<file path="config.mk">
export PLATFORM = sky130hd
export DESIGN_NAME = spi_cfg_sequencer
export DESIGN_NICKNAME = d
export VERILOG_FILES = /design/src/rtl/spi_cfg_sequencer_pkg.sv /design/src/rtl/spi_cfg_sequencer_rr_arbiter.sv /design/src/rtl/spi_cfg_sequencer.sv
export SDC_FILE = /design/constraint.sdc
export NUM_CORES = 1
export LEC_CHECK = 0
export CORE_MARGIN = 4
export CORE_UTILIZATION = 51
export DETAILED_ROUTE_END_ITERATION = 6
export PLACE_DENSITY = 0.83
export SYNTH_ARGS = -nofsm -noshare
export SYNTH_HDL_FRONTEND = slang
export SYNTH_SLANG_ARGS = --single-unit
</file>
<file path="constraint.sdc">
create_clock -name SCLK -period 3.1 [get_ports SCLK]
set_input_delay 0.62 -clock SCLK [delete_from_list [all_inputs] [get_ports SCLK]]
set_output_delay 0.62 -clock SCLK [all_outputs]
set_load 0.005 [all_outputs]
</file>
<file path="src/rtl/spi_cfg_sequencer_pkg.sv">
// Shared types and constants for the SPI configuration-register write sequencer.
package spi_cfg_pkg;

    localparam int ADDR_W   = 7;
    localparam int DATA_W   = 8;
    localparam int MAX_ADDR = 4;
    localparam int FRAME_W  = 16;
    localparam int WBIT_POS = 15;
    localparam int BITCNT_W = 4;

    typedef enum logic [2:0] {
        IDLE     = 3'd0,
        CS_SETUP = 3'd1,
        SHIFT    = 3'd2,
        HOLD     = 3'd3,
        GAP      = 3'd4
    } state_e;

    // Write frame: write flag in the MSB, then address, then data.
    function automatic logic [FRAME_W-1:0] build_frame(
        input logic [ADDR_W-1:0] addr,
        input logic [DATA_W-1:0] data
    );
        return {1'b1, addr, data};
    endfunction

    function automatic logic addr_in_range(input logic [ADDR_W-1:0] addr);
        return (addr <= ADDR_W'(MAX_ADDR));
    endfunction

endpackage

</file>
<file path="src/rtl/spi_cfg_sequencer_rr_arbiter.sv">
// Round-robin arbiter: one-hot grant, search starts after the last winner.
module rr_arbiter #(
    parameter int NUM_REQ = 2
) (
    input  logic               SCLK,
    input  logic               rst_n,
    input  logic [NUM_REQ-1:0] req_i,
    input  logic               en_i,
    output logic [NUM_REQ-1:0] gnt_o
);

    localparam int PTR_W = (NUM_REQ > 1) ? $clog2(NUM_REQ) : 1;

    logic [PTR_W-1:0]   ptr_q;
    logic [PTR_W-1:0]   ptr_d;
    logic [PTR_W-1:0]   win_s;
    logic [NUM_REQ-1:0] gnt_s;
    logic               found_s;

    // Pick the first set request after the pointer and update the pointer on a grant.
    always_comb begin
        gnt_s   = '0;
        win_s   = ptr_q;
        found_s = 1'b0;
        for (int i = 1; i <= NUM_REQ; i++) begin
            if (!found_s && req_i[(int'(ptr_q) + i) % NUM_REQ]) begin
                gnt_s[(int'(ptr_q) + i) % NUM_REQ] = 1'b1;
                win_s   = PTR_W'((int'(ptr_q) + i) % NUM_REQ);
                found_s = 1'b1;
            end else begin
                found_s = found_s;
            end
        end
        if (en_i && found_s) begin
            ptr_d = win_s;
            gnt_o = gnt_s;
        end else begin
            ptr_d = ptr_q;
            gnt_o = '0;
        end
    end

    // Pointer register; after reset the search starts at requester 0.
    always_ff @(posedge SCLK or negedge rst_n) begin
        if (!rst_n) begin
            ptr_q <= PTR_W'(NUM_REQ - 1);
        end else begin
            ptr_q <= ptr_d;
        end
    end

endmodule

</file>
<file path="src/rtl/spi_cfg_sequencer.sv">
// Arbitrates register writes and serialises each one as a 16-bit SPI write frame.
module spi_cfg_sequencer
    import spi_cfg_pkg::*;
#(
    parameter int NUM_REQ    = 2,
    parameter int GAP_CYCLES = 2
) (
    input  logic                      SCLK,
    input  logic                      rst_n,
    input  logic [NUM_REQ-1:0]        req_i,
    input  logic [NUM_REQ*ADDR_W-1:0] addr_i,
    input  logic [NUM_REQ*DATA_W-1:0] data_i,
    output logic [NUM_REQ-1:0]        ack_o,
    output logic                      err_o,
    output logic                      nCS,
    output logic                      COPI,
    output logic                      busy_o,
    output logic                      done_o
);

    localparam int GAP_W = $clog2(GAP_CYCLES + 1);

    state_e              state_q, state_d;
    logic [FRAME_W-1:0]  sh_q, sh_d;
    logic [BITCNT_W-1:0] bit_cnt_q, bit_cnt_d;
    logic [GAP_W-1:0]    gap_q, gap_d;
    logic                ncs_q, ncs_d;
    logic                copi_q, copi_d;
    logic                done_q, done_d;
    logic                busy_q, busy_d;

    logic                arb_en_s;
    logic [NUM_REQ-1:0]  gnt_s;
    logic [ADDR_W-1:0]   sel_addr_s;
    logic [DATA_W-1:0]   sel_data_s;
    logic                err_s;

    assign arb_en_s = (state_q == IDLE);

    rr_arbiter #(
        .NUM_REQ (NUM_REQ)
    ) u_arb (
        .SCLK  (SCLK),
        .rst_n (rst_n),
        .req_i (req_i),
        .en_i  (arb_en_s),
        .gnt_o (gnt_s)
    );

    // Mux the granted requester's address and data (grant is one-hot).
    always_comb begin
        sel_addr_s = '0;
        sel_data_s = '0;
        for (int k = 0; k < NUM_REQ; k++) begin
            sel_addr_s = sel_addr_s | (addr_i[k*ADDR_W +: ADDR_W] & {ADDR_W{gnt_s[k]}});
            sel_data_s = sel_data_s | (data_i[k*DATA_W +: DATA_W] & {DATA_W{gnt_s[k]}});
        end
    end

    // Frame FSM: next state, shifter, counters, and the next values of the serial outputs.
    always_comb begin
        state_d   = state_q;
        sh_d      = sh_q;
        bit_cnt_d = bit_cnt_q;
        gap_d     = gap_q;
        err_s     = 1'b0;
        case (state_q)
            IDLE: begin
                if (gnt_s != '0) begin
                    if (addr_in_range(sel_addr_s)) begin
                        sh_d    = build_frame(sel_addr_s, sel_data_s);
                        state_d = CS_SETUP;
                    end else begin
                        err_s   = 1'b1;
                        gap_d   = GAP_W'(GAP_CYCLES - 1);
                        state_d = GAP;
                    end
                end else begin
                    state_d = IDLE;
                end
            end
            CS_SETUP: begin
                bit_cnt_d = '0;
                state_d   = SHIFT;
            end
            SHIFT: begin
                sh_d = {sh_q[FRAME_W-2:0], 1'b0};
                if (bit_cnt_q == BITCNT_W'(FRAME_W - 1)) begin
                    state_d = HOLD;
                end else begin
                    bit_cnt_d = bit_cnt_q + BITCNT_W'(1);
                end
            end
            HOLD: begin
                // HOLD already provides the first idle cycle of the inter-frame gap.
                if (GAP_CYCLES > 1) begin
                    gap_d   = GAP_W'(GAP_CYCLES - 1);
                    state_d = GAP;
                end else begin
                    state_d = IDLE;
                end
            end
            GAP: begin
                if (gap_q <= GAP_W'(1)) begin
                    state_d = IDLE;
                end else begin
                    gap_d = gap_q - GAP_W'(1);
                end
            end
            default: begin
                state_d = IDLE;
            end
        endcase

        // Outputs are registered from the next state so they line up with it.
        ncs_d  = !((state_d == CS_SETUP) || (state_d == SHIFT));
        copi_d = (state_d == SHIFT) ? sh_d[WBIT_POS] : 1'b0;
        done_d = (state_d == HOLD);
        busy_d = (state_d != IDLE);
    end

    // State, datapath and output registers; reset drops any frame in flight.
    always_ff @(posedge SCLK or negedge rst_n) begin
        if (!rst_n) begin
            state_q   <= IDLE;
            sh_q      <= '0;
            bit_cnt_q <= '0;
            gap_q     <= '0;
            ncs_q     <= 1'b1;
            copi_q    <= 1'b0;
            done_q    <= 1'b0;
            busy_q    <= 1'b0;
        end else begin
            state_q   <= state_d;
            sh_q      <= sh_d;
            bit_cnt_q <= bit_cnt_d;
            gap_q     <= gap_d;
            ncs_q     <= ncs_d;
            copi_q    <= copi_d;
            done_q    <= done_d;
            busy_q    <= busy_d;
        end
    end

    // ack/err are the arbiter decode in IDLE, so the requester sees them in the grant cycle.
    assign ack_o  = gnt_s;
    assign err_o  = err_s;
    assign nCS    = ncs_q;
    assign COPI   = copi_q;
    assign busy_o = busy_q;
    assign done_o = done_q;

endmodule

</file>
After elaboration in Yosys (flattened, before gate mapping)
Cells that the tools add are included.
{"block": "op_classes", "bitwise": 9, "order_cmp": 6, "n_reduce_logical": 18, "add_sub_neg": 4, "eq_ne": 13, "muxes": 35}
{"operator": "16-bit 2-to-1 mux", "n": 2}
{"operator": "16-bit one-hot mux with 2 select lines", "n": 1}
{"operator": "8-bit AND", "n": 2}
{"operator": "1-bit 2-to-1 mux", "n": 16}
{"operator": "3-bit one-hot mux with 5 select lines", "n": 1}
{"operator": "7-bit AND", "n": 2}
{"operator": "3-bit by 2-bit == test with 1-bit output, second input constant", "n": 4}
{"operator": "2-bit 2-to-1 mux", "n": 6}
{"operator": "3-bit 2-to-1 mux", "n": 4}
{"operator": "2-bit inequality test, second input constant", "n": 5}
{"operator": "8-bit bitwise OR", "n": 1}
{"operator": "4-bit one-hot mux with 2 select lines", "n": 1}
{"operator": "2-bit nonzero test", "n": 4}
{"operator": "7-bit by 3-bit less-or-equal comparator with 1-bit output, second input constant", "n": 1}
{"operator": "7-bit bitwise OR", "n": 1}
{"operator": "3-bit by 1-bit == test with 1-bit output, second input constant", "n": 2}
{"operator": "2-bit by 3-bit < comparator with 1-bit output, second input constant", "n": 2}
{"operator": "2-bit one-hot mux with 3 select lines", "n": 1}
{"operator": "3-bit nonzero test", "n": 2}
{"operator": "4-bit by 1-bit adder with 4-bit output, second input constant", "n": 1}
{"operator": "4-bit == test, second input constant", "n": 1}
{"operator": "2-bit by 1-bit greater-or-equal comparator with 1-bit output, second input constant", "n": 2}
{"operator": "1-bit logical AND", "n": 4}
{"operator": "4-bit 2-to-1 mux", "n": 1}
{"operator": "other kinds (13)", "n": 18}
{"block": "totals", "output_inout_bits": 7, "elab_cells": 95, "regBits": 30, "input_bits": 34}

Depth between registers and ports, before layout
{"block": "depth", "ltp_word": 20, "mapped_depth": 7, "ltp_nobuf": 6}

Hierarchy
A second synthesis with hierarchy kept.
{"block": "hier_totals", "cells_unflattened": 183, "area_unflattened_um2": 1754.2}
{"module": "spi_cfg_sequencer", "seq_area_each_um2": 726.9, "area_each_um2": 1691.6, "n_inst": 1, "cells_per_inst": 175}
{"module": "rr_arbiter", "seq_area_each_um2": 26.3, "area_each_um2": 62.6, "n_inst": 1, "cells_per_inst": 8}

Worst setup path after synthesis
No wires, ideal clock.
{"block": "synth_timing", "kind": "in2out", "start": "input port addr_i[3]", "end": "output port err_o", "cell_stages": 5, "path_buffers": 1, "path_slack_ps": 668, "arrival_ps": 1812, "required_ps": 2480, "path_cell_list": "or4_1 -> a22oi_2 -> and2_4 -> buf_6 -> inv_1"}
{"block": "synth_between", "elab_chain_cells": 6}
{"element": "start, declared", "line": "spi_cfg_sequencer.sv:11", "rtl": "input logic [NUM_REQ*ADDR_W-1:0] addr_i,"}
{"element": "7-bit AND", "line": "spi_cfg_sequencer.sv:55", "rtl": "sel_addr_s = sel_addr_s | (addr_i[k*ADDR_W +: ADDR_W] & {ADDR_W{gnt_s[k]}});"}
{"element": "7-bit bitwise OR", "line": "spi_cfg_sequencer.sv:55"}
{"element": "7-bit by 3-bit less-or-equal comparator with 1-bit output", "line": "spi_cfg_sequencer_pkg.sv:28", "rtl": "return (addr <= ADDR_W'(MAX_ADDR));"}
{"element": "1-bit 2-to-1 mux", "line": "spi_cfg_sequencer.sv:70", "rtl": "if (addr_in_range(sel_addr_s)) begin"}
{"element": "1-bit 2-to-1 mux", "line": "spi_cfg_sequencer.sv:69", "rtl": "if (gnt_s != '0) begin"}
{"element": "1-bit 2-to-1 mux", "line": "spi_cfg_sequencer.sv:67", "rtl": "case (state_q)"}
{"element": "end, declared", "line": "spi_cfg_sequencer.sv:14", "rtl": "output logic err_o,"}
Every way passes these cells.

Worst setup path after layout
{"block": "layout_timing", "start": "input port req_i[1]", "end": "output port ack_o[1]"}
{"block": "layout_between", "elab_chain_cells": 9, "elab_cells_between_ends": 15, "cone_classes": "11 x mux; 1 x bitwise; 3 x reduce/logical"}
{"element": "start, declared", "line": "spi_cfg_sequencer.sv:10", "rtl": "input logic [NUM_REQ-1:0] req_i,"}
{"element": "1-bit 2-to-1 mux (implied by the code) (3 in a row)", "line": "spi_cfg_sequencer_rr_arbiter.sv:26", "rtl": "if (!found_s && req_i[(int'(ptr_q) + i) % NUM_REQ]) begin"}
{"element": "1-bit 2-to-1 mux", "line": "spi_cfg_sequencer_rr_arbiter.sv:26"}
{"element": "1-bit logical NOT", "line": "spi_cfg_sequencer_rr_arbiter.sv:26"}
{"element": "1-bit logical AND", "line": "spi_cfg_sequencer_rr_arbiter.sv:26"}
{"element": "1-bit 2-to-1 mux", "line": "spi_cfg_sequencer_rr_arbiter.sv:26"}
{"element": "1-bit logical AND", "line": "spi_cfg_sequencer_rr_arbiter.sv:34", "rtl": "if (en_i && found_s) begin"}
{"element": "2-bit 2-to-1 mux *", "line": "spi_cfg_sequencer_rr_arbiter.sv:34"}
{"element": "end, declared", "line": "spi_cfg_sequencer.sv:13", "rtl": "output logic [NUM_REQ-1:0] ack_o,"}
Every way passes the cells marked *; elsewhere a longest branch is shown, timed or not. The select of a mux whose other input is x is not followed.

==> results.py <==
metrics = {
    "clocking": {
        "cts_buffers": 5,
        "clk_pin_slew_ns": 0.09,
        "postCtsSetupBuffers": 0,
        "clk_latency_ns": 0.33,
        "cts_buffer_depth": 2,
        "cts_tree": "done",
        "h-tree-depth": 2,
        "cts.sinks": 30,
        "clockRootBuffer": "clkbuf_4",
    },
    "job": {
        "cap_violations": 0,
    },
    "synth": {
        "synth_nets": 182,
        "yosys_most_used_dff": "dfrtp_1",
        "ys_warn_count": 0,
        "synth.distinct_cells": 40,
        "ys_ff_latch": 30,
        "syn_area_um2": 1550,
        "synth_edf_count": 0,
        "syn_avg_cell_area_um2": 10.6,
        "seq_area_frac_synth_pct": 48.6,
        "postSynthCellCount": 146,
        "synthArstFlopShare_pct": 100,
    },
    "routing": {
        "wl_met1_mm": 1.51,
        "viasPerCell": 5.97,
        "postRouteAntennaNets": 0,
        "drt-total-wl_mm": 3.60,
        "route.detailed.drc": 0,
        "highest_layer": "met4",
        "route.met3.wl_um": 199,
        "drt_iter0_markers": 84,
        "wl_per_cell_um": 15.9,
        "firstDrtPassIters": 4,
        "met2_length_mm": 1.87,
        "vias": 1349,
    },
    "cells_and_area": {
        "nNetsFinal": 230,
        "final_layout_size_suffix_gt1_share_pct": 15.9,
        "syn_to_final_growth_pct": 37.2,
        "mostFrequentLayoutCells": "38 x clkdlybuf4s50_1, 28 x dfrtp_1, 15 x nand2_1, 10 x a22o_1",
        "antenna_cells": 0,
        "mostFrequentLayoutCell": "clkdlybuf4s50_1",
    },
    "min_path": {
        "hp-class": "reg2reg",
    },
    "timing": {
        "min_period_ns": 2.83,
        "fmax_ghz": 0.354,
        "grt_setup_unrepaired": "no",
        "worstMarginPinSlew_ns": 0.523,
        "hold_viol": 0,
        "setup_tns_ns": 0,
        "drv_slew": 0,
        "setup_viol": 0,
        "skew_ns": 0.00738,
        "fin_crit_sh_pct": 91.2,
        "slew_headroom_pct": 65.0,
    },
    "floorplan": {
        "core-area_um2": 2830,
        "start_util_pct": 54.8,
        "die_w_um": 63.1,
        "die_y_um": 63.1,
        "num_rows": 19,
        "io_pins": 41,
        "dieArea_um2": 3980,
    },
    "power_and_ir_drop": {
        "power_density_nw_per_um2": 818,
        "total_leakage_power_nw": 0.951,
        "p_total_w": 0.00174,
        "peakVddDrop_mv": 0.462,
    },
    "worst_setup_path": {
        "startpoint_type": "primary input",
        "crit_fanout": 11,
        "rrSetupSlack_ns": 1.02,
        "crit_path_end_kind": "primary output",
        "arrival_ns": 2.21,
        "critPathMaxStageDelay_ns": 0.54,
        "crit_slowest_cell": "clkdlybuf4s50_1",
        "crit_chain": "clkdlybuf4s50_1, a21boi_4, and2_2, buf_4, clkdlybuf4s50_1",
        "path_buf_inv": 3,
        "crit_family": "buffers and inverters",
        "cpMostUsedCell": "clkdlybuf4s50_1",
        "required_ns": 2.48,
        "criticalPathCategory": "in2out",
    },
    "placed_design": {
        "place.gp.congestion": 0.866,
        "dpl.hpwl_mm": 2.68,
        "io_buffer_count": 40,
    },
    "global_route": {
        "grt_pass1_wl_mm": 6.29,
        "grt_max_degree": 31,
        "grt_pass1_vias": 1420,
        "gr-usage-all-layers_pct": 20.1,
        "grt_remaining_overflow": 0,
        "antenna_found_initial": 0,
    },
    "outcome": {
        "outcome": "finished, final reports clean",
    },
}
final cells by class:
cell class                 instances  area (µm²)
multi-input combinational        103         763
sequential                        30         753
fill                             212         703
timing repair buffer              49         473
clock buffer                       8        78.8
tap                               31        38.8
inverter                           5        18.8
synth_stat cells (2+ instances only):
cell type | number | area, µm²
or4_1 | 2 | 15.0
a21oi_1 | 6 | 30.0
and2_1 | 9 | 56.3
and4b_1 | 2 | 20.0
nand3b_1 | 2 | 15.0
nand2b_1 | 4 | 25.0
mux2i_1 | 3 | 30.0
nand3_1 | 3 | 15.0
a221o_1 | 9 | 90.1
o211ai_1 | 2 | 15.0
dfstp_2 | 2 | 52.6
inv_1 | 5 | 18.8
ha_1 | 2 | 25.0
a22o_1 | 10 | 87.6
a21boi_0 | 3 | 22.5
nor2_1 | 4 | 15.0
clkbuf_1 | 6 | 22.5
dfrtp_1 | 28 | 701
and3_2 | 3 | 22.5
nand4_1 | 2 | 12.5
a31oi_1 | 2 | 12.5
nand2_1 | 15 | 56.3
o21ai_0 | 5 | 25.0
final timing paths:
| path | start | to | depth (start not counted) |
|---|---|---|---|
| setup reg to reg | state_q[2] | sh_q[1] | 6 |
| max in group asynchronous | rst_n | nCS | 2 |
| setup / recovery | req_i[1] | ack_o[1] | 5 |
| hold / removal | gap_q[0] | gap_q[0] | 1 |
| min in group asynchronous | rst_n | COPI | 2 |
| hold reg to reg | gap_q[0] | gap_q[0] | 1 |
power breakdown:
| group | total (W) | leakage (nW) | internal [W] | switching (W) |
|---|---|---|---|---|
| registers | 0.000653 | 0.377 | 0.000546 | 0.000106 |
| clock network | 0.000293 | 0.0446 | 0.000155 | 0.000138 |
| logic | 0.000793 | 0.530 | 0.000423 | 0.000370 |
| total | 0.00174 | 0.951 | 0.00112 | 0.000615 |
stage by stage:
stage | hold WS (ns) | instances | cell area [µm²] | worst slack, ns | util, %
final | 0.496 | 226 | 2130 | 0.273 | 75.1
after global routing | 0.521 | 226 | 2130 | 0.235 | 75.1
after detailed placement | 0.476 | 218 | 2020 | -0.0765 | 71.3
after CTS | 0.496 | 226 | 2100 | 0.00811 | 74.2
after global placement | 0.457 | 218 | 2020 | -0.0353 | 71.3
after floorplan | 0.324 | 146 | 1550 | 0.668 | -
kinds of logic after synthesis:
family	synth area share [%]
muxes	1.94
adders and majority gates	1.62
and+or+nand+nor	19.7
buffers and inverters	3.72
AOI/OAI and AO/OA	24.4
DFF	48.6
layer usage:
metal | track usage, % | up-vias
li1 | - | 639
met1 | 23.6 | 670
met2 | 33.7 | 38
met3 | 5.51 | 2
met4 | 9.92 | 0
met5 | 0 | -
state kept, by name (all words and copies together) (netlist names):
name / flops
done_o: 1
COPI: 1
busy_o: 1
u_arb.ptr_q: 1
bit_cnt_q: 4
sh_q: 16
gap_q: 2
nCS: 1
state_q: 3
repair_timing:
item                       in CTS  in global routing
gates resized for setup         2                  5
gates cloned                    0                  0
setup endpoints to repair       1                  1
pin swaps                       1                  1
hold buffers                    0                  0
(Power assumes the default switching activity.)
==> patch 1: new RTL, same flow settings <==
The package constant `BITCNT_W` goes from 4 to 6.
--- a/src/rtl/spi_cfg_sequencer_pkg.sv
+++ b/src/rtl/spi_cfg_sequencer_pkg.sv
@@ -6,7 +6,7 @@
     localparam int MAX_ADDR = 4;
     localparam int FRAME_W  = 16;
     localparam int WBIT_POS = 15;
-    localparam int BITCNT_W = 4;
+    localparam int BITCNT_W = 6;
 
     typedef enum logic [2:0] {
         IDLE     = 3'd0,
Check against the original RTL: no difference found for any inputs over 10 cycles, from zero or initial values and one cycle with rst_n low; that may be too few to reach the edited logic, so the function may still have changed.
==> patch 1 against the original RTL <==
- clock power shrank 27%
- sequential cell count grew 2
- power shrank 25%
- routed wire length grew 3.6%
- area after synthesis grew 3.6%
- cell area shrank 2.4%
- worst hold slack gained 6.3 ps
- setup slack lost 60 ps
- non-clock buffer count shrank 6
- sequential share of layout area grew 3.3 points
- critical endpoint is now err_o
- largest cell class is now registers
- largest power group is now registers
==> patch 1: results (changes against the original RTL) <==
| Metric | Value |
|---|---|
| Status | `finished clean` |
| Placed Cells | `226 (+3.7%)` |
| M1 WL | `1560 um (+3.6%)` |
| Multi-input combinational area share | `34.8% (-1.1 points)` |
| Met1 GRT Util | `26.0% (+2.4 points)` |
| Top Registers | `sh_q x16, bit_cnt_q x6, state_q x3` |
| Leading post-synthesis cells by cell area | `dfrtp_1 (47%), a22oi_1 (5.1%), a221o_2 (4.2%)` |
| Leak | `0.874 nW (-8.1%)` |
| Dpl cell area | `2030 sq um (+0.68%)` |
| Final-layout clock buffer total | `7 (-1)` |
| WP data arrival | `2270 ps (+60 ps)` |
| GRT met3 Usage | `7.56% (+2.1 points)` |
| Largest stage delay, worst path | `460 ps (-80 ps)` |
| Data buffer area share | `20.4% (-1.9 points)` |
| Clock skew | `9.05 ps (+1.67 ps)` |
| Multi-In Gates | `100 (-2.9%)` |
| Sequential Power Share | `48.6% (+11 points)` |
| Leading cell types by count after synthesis | `dfrtp_1 (30), nor2_1 (17), a22oi_1 (11)` |
| Tot GR Track Use | `20.8% (+0.64 points)` |
| Sequential share of the synthesized area | `50.1% (+1.5 points)` |
| Area grow syn2layout | `29.4%` |
| Met2 wire len | `1920 um (+3.1%)` |
| Wire per inst | `16.0 um (+0.50%)` |
| Mux contribution to synthesized area | `0% (-1.9 points)` |
| Worst vdd ir | `0.000381 V (-18%)` |
| WL final | `3730 um (+3.6%)` |
| Starting DRT DRC Count | `80 (-4.8%)` |
| Met2 usage | `33.4% (-0.31 points)` |
## patch 1: cell types whose count changed in the layout (fill, tap and decap cells not counted), moves of 3 or more
cell      change
a22o_1        -8
and2_1        -7
a22o_2        +3
buf_4         -6
nor2_1       +13
clkbuf_8      -3
a22oi_1      +10
mux2i_1       -3
nand2_1       -8
a221o_2       +6
a221o_1       -5
## patch 1: final timing paths
path                                 startpoint                  endpoint  slack, ps  cells after the start
max                                  addr_i[10]                     err_o        210                      5
min                         sh_q[0]$_DFFE_PN0P_       sh_q[0]$_DFFE_PN0P_        500                      1
max reg2reg                state_q[1]$_DFF_PN0_             nCS$_DFF_PN1_       1150                      7
min reg2reg                 sh_q[0]$_DFFE_PN0P_       sh_q[0]$_DFFE_PN0P_        500                      1
max in group asynchronous                 rst_n             nCS$_DFF_PN1_       2100                      2
min in group asynchronous                 rst_n  bit_cnt_q[3]$_DFFE_PN0P_        670                      2
==> patch 2: new RTL, same settings <==
Without the edit above. Make the reset (`rst_n`) synchronous in 2 clocked blocks.
--- a/src/rtl/spi_cfg_sequencer_rr_arbiter.sv
+++ b/src/rtl/spi_cfg_sequencer_rr_arbiter.sv
@@ -41,7 +41,7 @@
     end
 
     // Pointer register; after reset the search starts at requester 0.
-    always_ff @(posedge SCLK or negedge rst_n) begin
+    always_ff @(posedge SCLK) begin
         if (!rst_n) begin
             ptr_q <= PTR_W'(NUM_REQ - 1);
         end else begin
--- a/src/rtl/spi_cfg_sequencer.sv
+++ b/src/rtl/spi_cfg_sequencer.sv
@@ -120,7 +120,7 @@
     end
 
     // State, datapath and output registers; reset drops any frame in flight.
-    always_ff @(posedge SCLK or negedge rst_n) begin
+    always_ff @(posedge SCLK) begin
         if (!rst_n) begin
             state_q   <= IDLE;
             sh_q      <= '0;
Formal check against the unedited RTL: differs if rst_n is asserted again (counterexample within 4 cycles, from zero or initial values and one cycle with rst_n low); with rst_n held inactive, the same outputs for 4 cycles.
==> patch 2 against the original RTL <==
- setup slack worse by 140 ps
- cell area fell by 6.1%
- sequential cell count did not move
- fmax shrank 4.7%
- final cell count is 11% higher
- synthesized cell count up 24%
- register-to-register slack improved by 50 ps
- power decreased by 36%
- area after synthesis decreased by 1.9%
- routed wire length rose by 6.1%
- count of clock-buffer cells in the layout down 1
- clock power decreased by 19%
- first-iteration DRC count grew 18%
==> patch 2: results (changes against the original RTL) <==
| Metric | Value |
|---|---|
| Status | `finished clean` |
| Tot GR Track Use | `20.2% (+0.059 points)` |
| Fin Hold WS | `462 ps (-33.4 ps)` |
| GP Congestion | `0.743 (-14%)` |
| Starting DRT DRC Count | `99 (+18%)` |
| CTS resizes | `1 (-1)` |
| Post-synth ARST share | `0% (-100 points)` |
| Clock skew | `5.10 ps (-2.28 ps)` |
| Main synth FF type | `dfxtp_1` |
| Placed Cells | `242 (+11%)` |
| Net Sw Frac | `33.9% (-1.5 points)` |
| Crit-path leading delay family | `simple AND/OR/NAND/NOR gates` |
| Worst reg2reg path endpoint | `bit_cnt_q[2]$_SDFFE_PN0P_` |
| Pre-Repair DR Iteration Count | `4 (unchanged)` |
| CTS clk-pin slew, worst paths | `approximately 80 ps` |
| Share of cells above drive strength 1 | `8.68% (-7.2 points)` |
| Sequential share of the synthesized area | `39.5% (-9.1 points)` |
| Net Switching | `0.000380 W (-38%)` |
| Synth unique cells | `39 (-2.5%)` |
| Crit path max fanout | `2 (-9)` |
| WHS Endpoint | `sh_q[12]$_SDFFE_PN0P_` |
| Leading post-synthesis cells by cell area | `dfxtp_1 (40%), o311ai_0 (8.6%), nand2_1 (5.4%)` |
| Crit. Startpoint | `addr_i[3]` |
| Worst-Skew Late Latency | `around 320 ps` |
| Layout Nets | `254 (+10%)` |
| Dpl hpwl | `2800 um (+4.7%)` |
| Tcrit/Tclk final | `95.7% (+4.5 points)` |
| Worst Max-Slew Pin Slew | `731 ps (+207 ps)` |
| First-pass GRT wire length | `6440 um (+2.4%)` |
| WL final | `3820 um (+6.1%)` |
| Fill count | `226 (+6.6%)` |
| Hold path depth | `2 (+1)` |
| Slowest-stage cell, CP | `or4_1` |
| Wire per inst | `15.3 um (-4.1%)` |
| Largest stage delay, worst path | `510 ps (-30 ps)` |
| Reg-to-reg critical path startpoint | `state_q[1]$_SDFF_PN0_` |
| HP Class | `register to register` |
| Via Count | `1535 (+14%)` |
| Post-Syn Nets | `217 (+19%)` |
| Crit path capture | `err_o` |
| Sequential Power Share | `43.0% (+5.5 points)` |
| Worst r2r path cells | `5 (-1)` |
| Worst vdd ir | `0.000326 V (-29%)` |
| Comb power frac | `35.8% (-9.8 points)` |
| Worst hold start | `sh_q[11]$_SDFFE_PN0P_` |
| Leading cell types by count after synthesis | `dfxtp_1 (30), nand2_1 (22), o311ai_0 (15)` |
| Dpl cell area | `1940 sq um (-4.0%)` |
| Leak | `0.692 nW (-27%)` |
| Worst R2R Setup Slack | `1070 ps (+50 ps)` |
| Power Density | `561 nW/um^2 (-31%)` |
| Syn avg cell area | `8.40 sq um (-21%)` |
| Setup WS pre-CTS | `-62.3 ps (+14.2 ps)` |
## patch 2: kinds of logic after synthesis
group	after synthesis	share of synthesized area [%]
compound gates	57	26.0
xor+xnor	3	1.73
fa+ha+maj	2	1.65
buf+inv	21	5.93
flops	30	39.5
mux	1	0.658
simple gates	67	24.5
## patch 2: cell type report
class                           count  share of cell area [%]
Clock buffer                        7                    2.76
Inverter                            4                   0.752
Multi-Input combinational cell    130                    41.6
Sequential cell                    30                    30.1
Clock inverter                      1                   0.251
Tap cell                           31                    1.94
Timing Repair Buffer               47                    22.6
## patch 2: layer usage
layer  wire (um)  vias up  global-route usage [%]
met1        1560      718                    22.7
li1            -      766                       -
met2        2030       44                    36.6
met5           0        -                       0
met3         172        7                    5.40
met4          48        0                    6.61
## patch 2: tightest hold or removal path: cells and delay by family, from the launching register on
kind / cells / cell delay [ps]
simple gates: 1 / 50
flops: 1 / 320
compound gates: 1 / 50
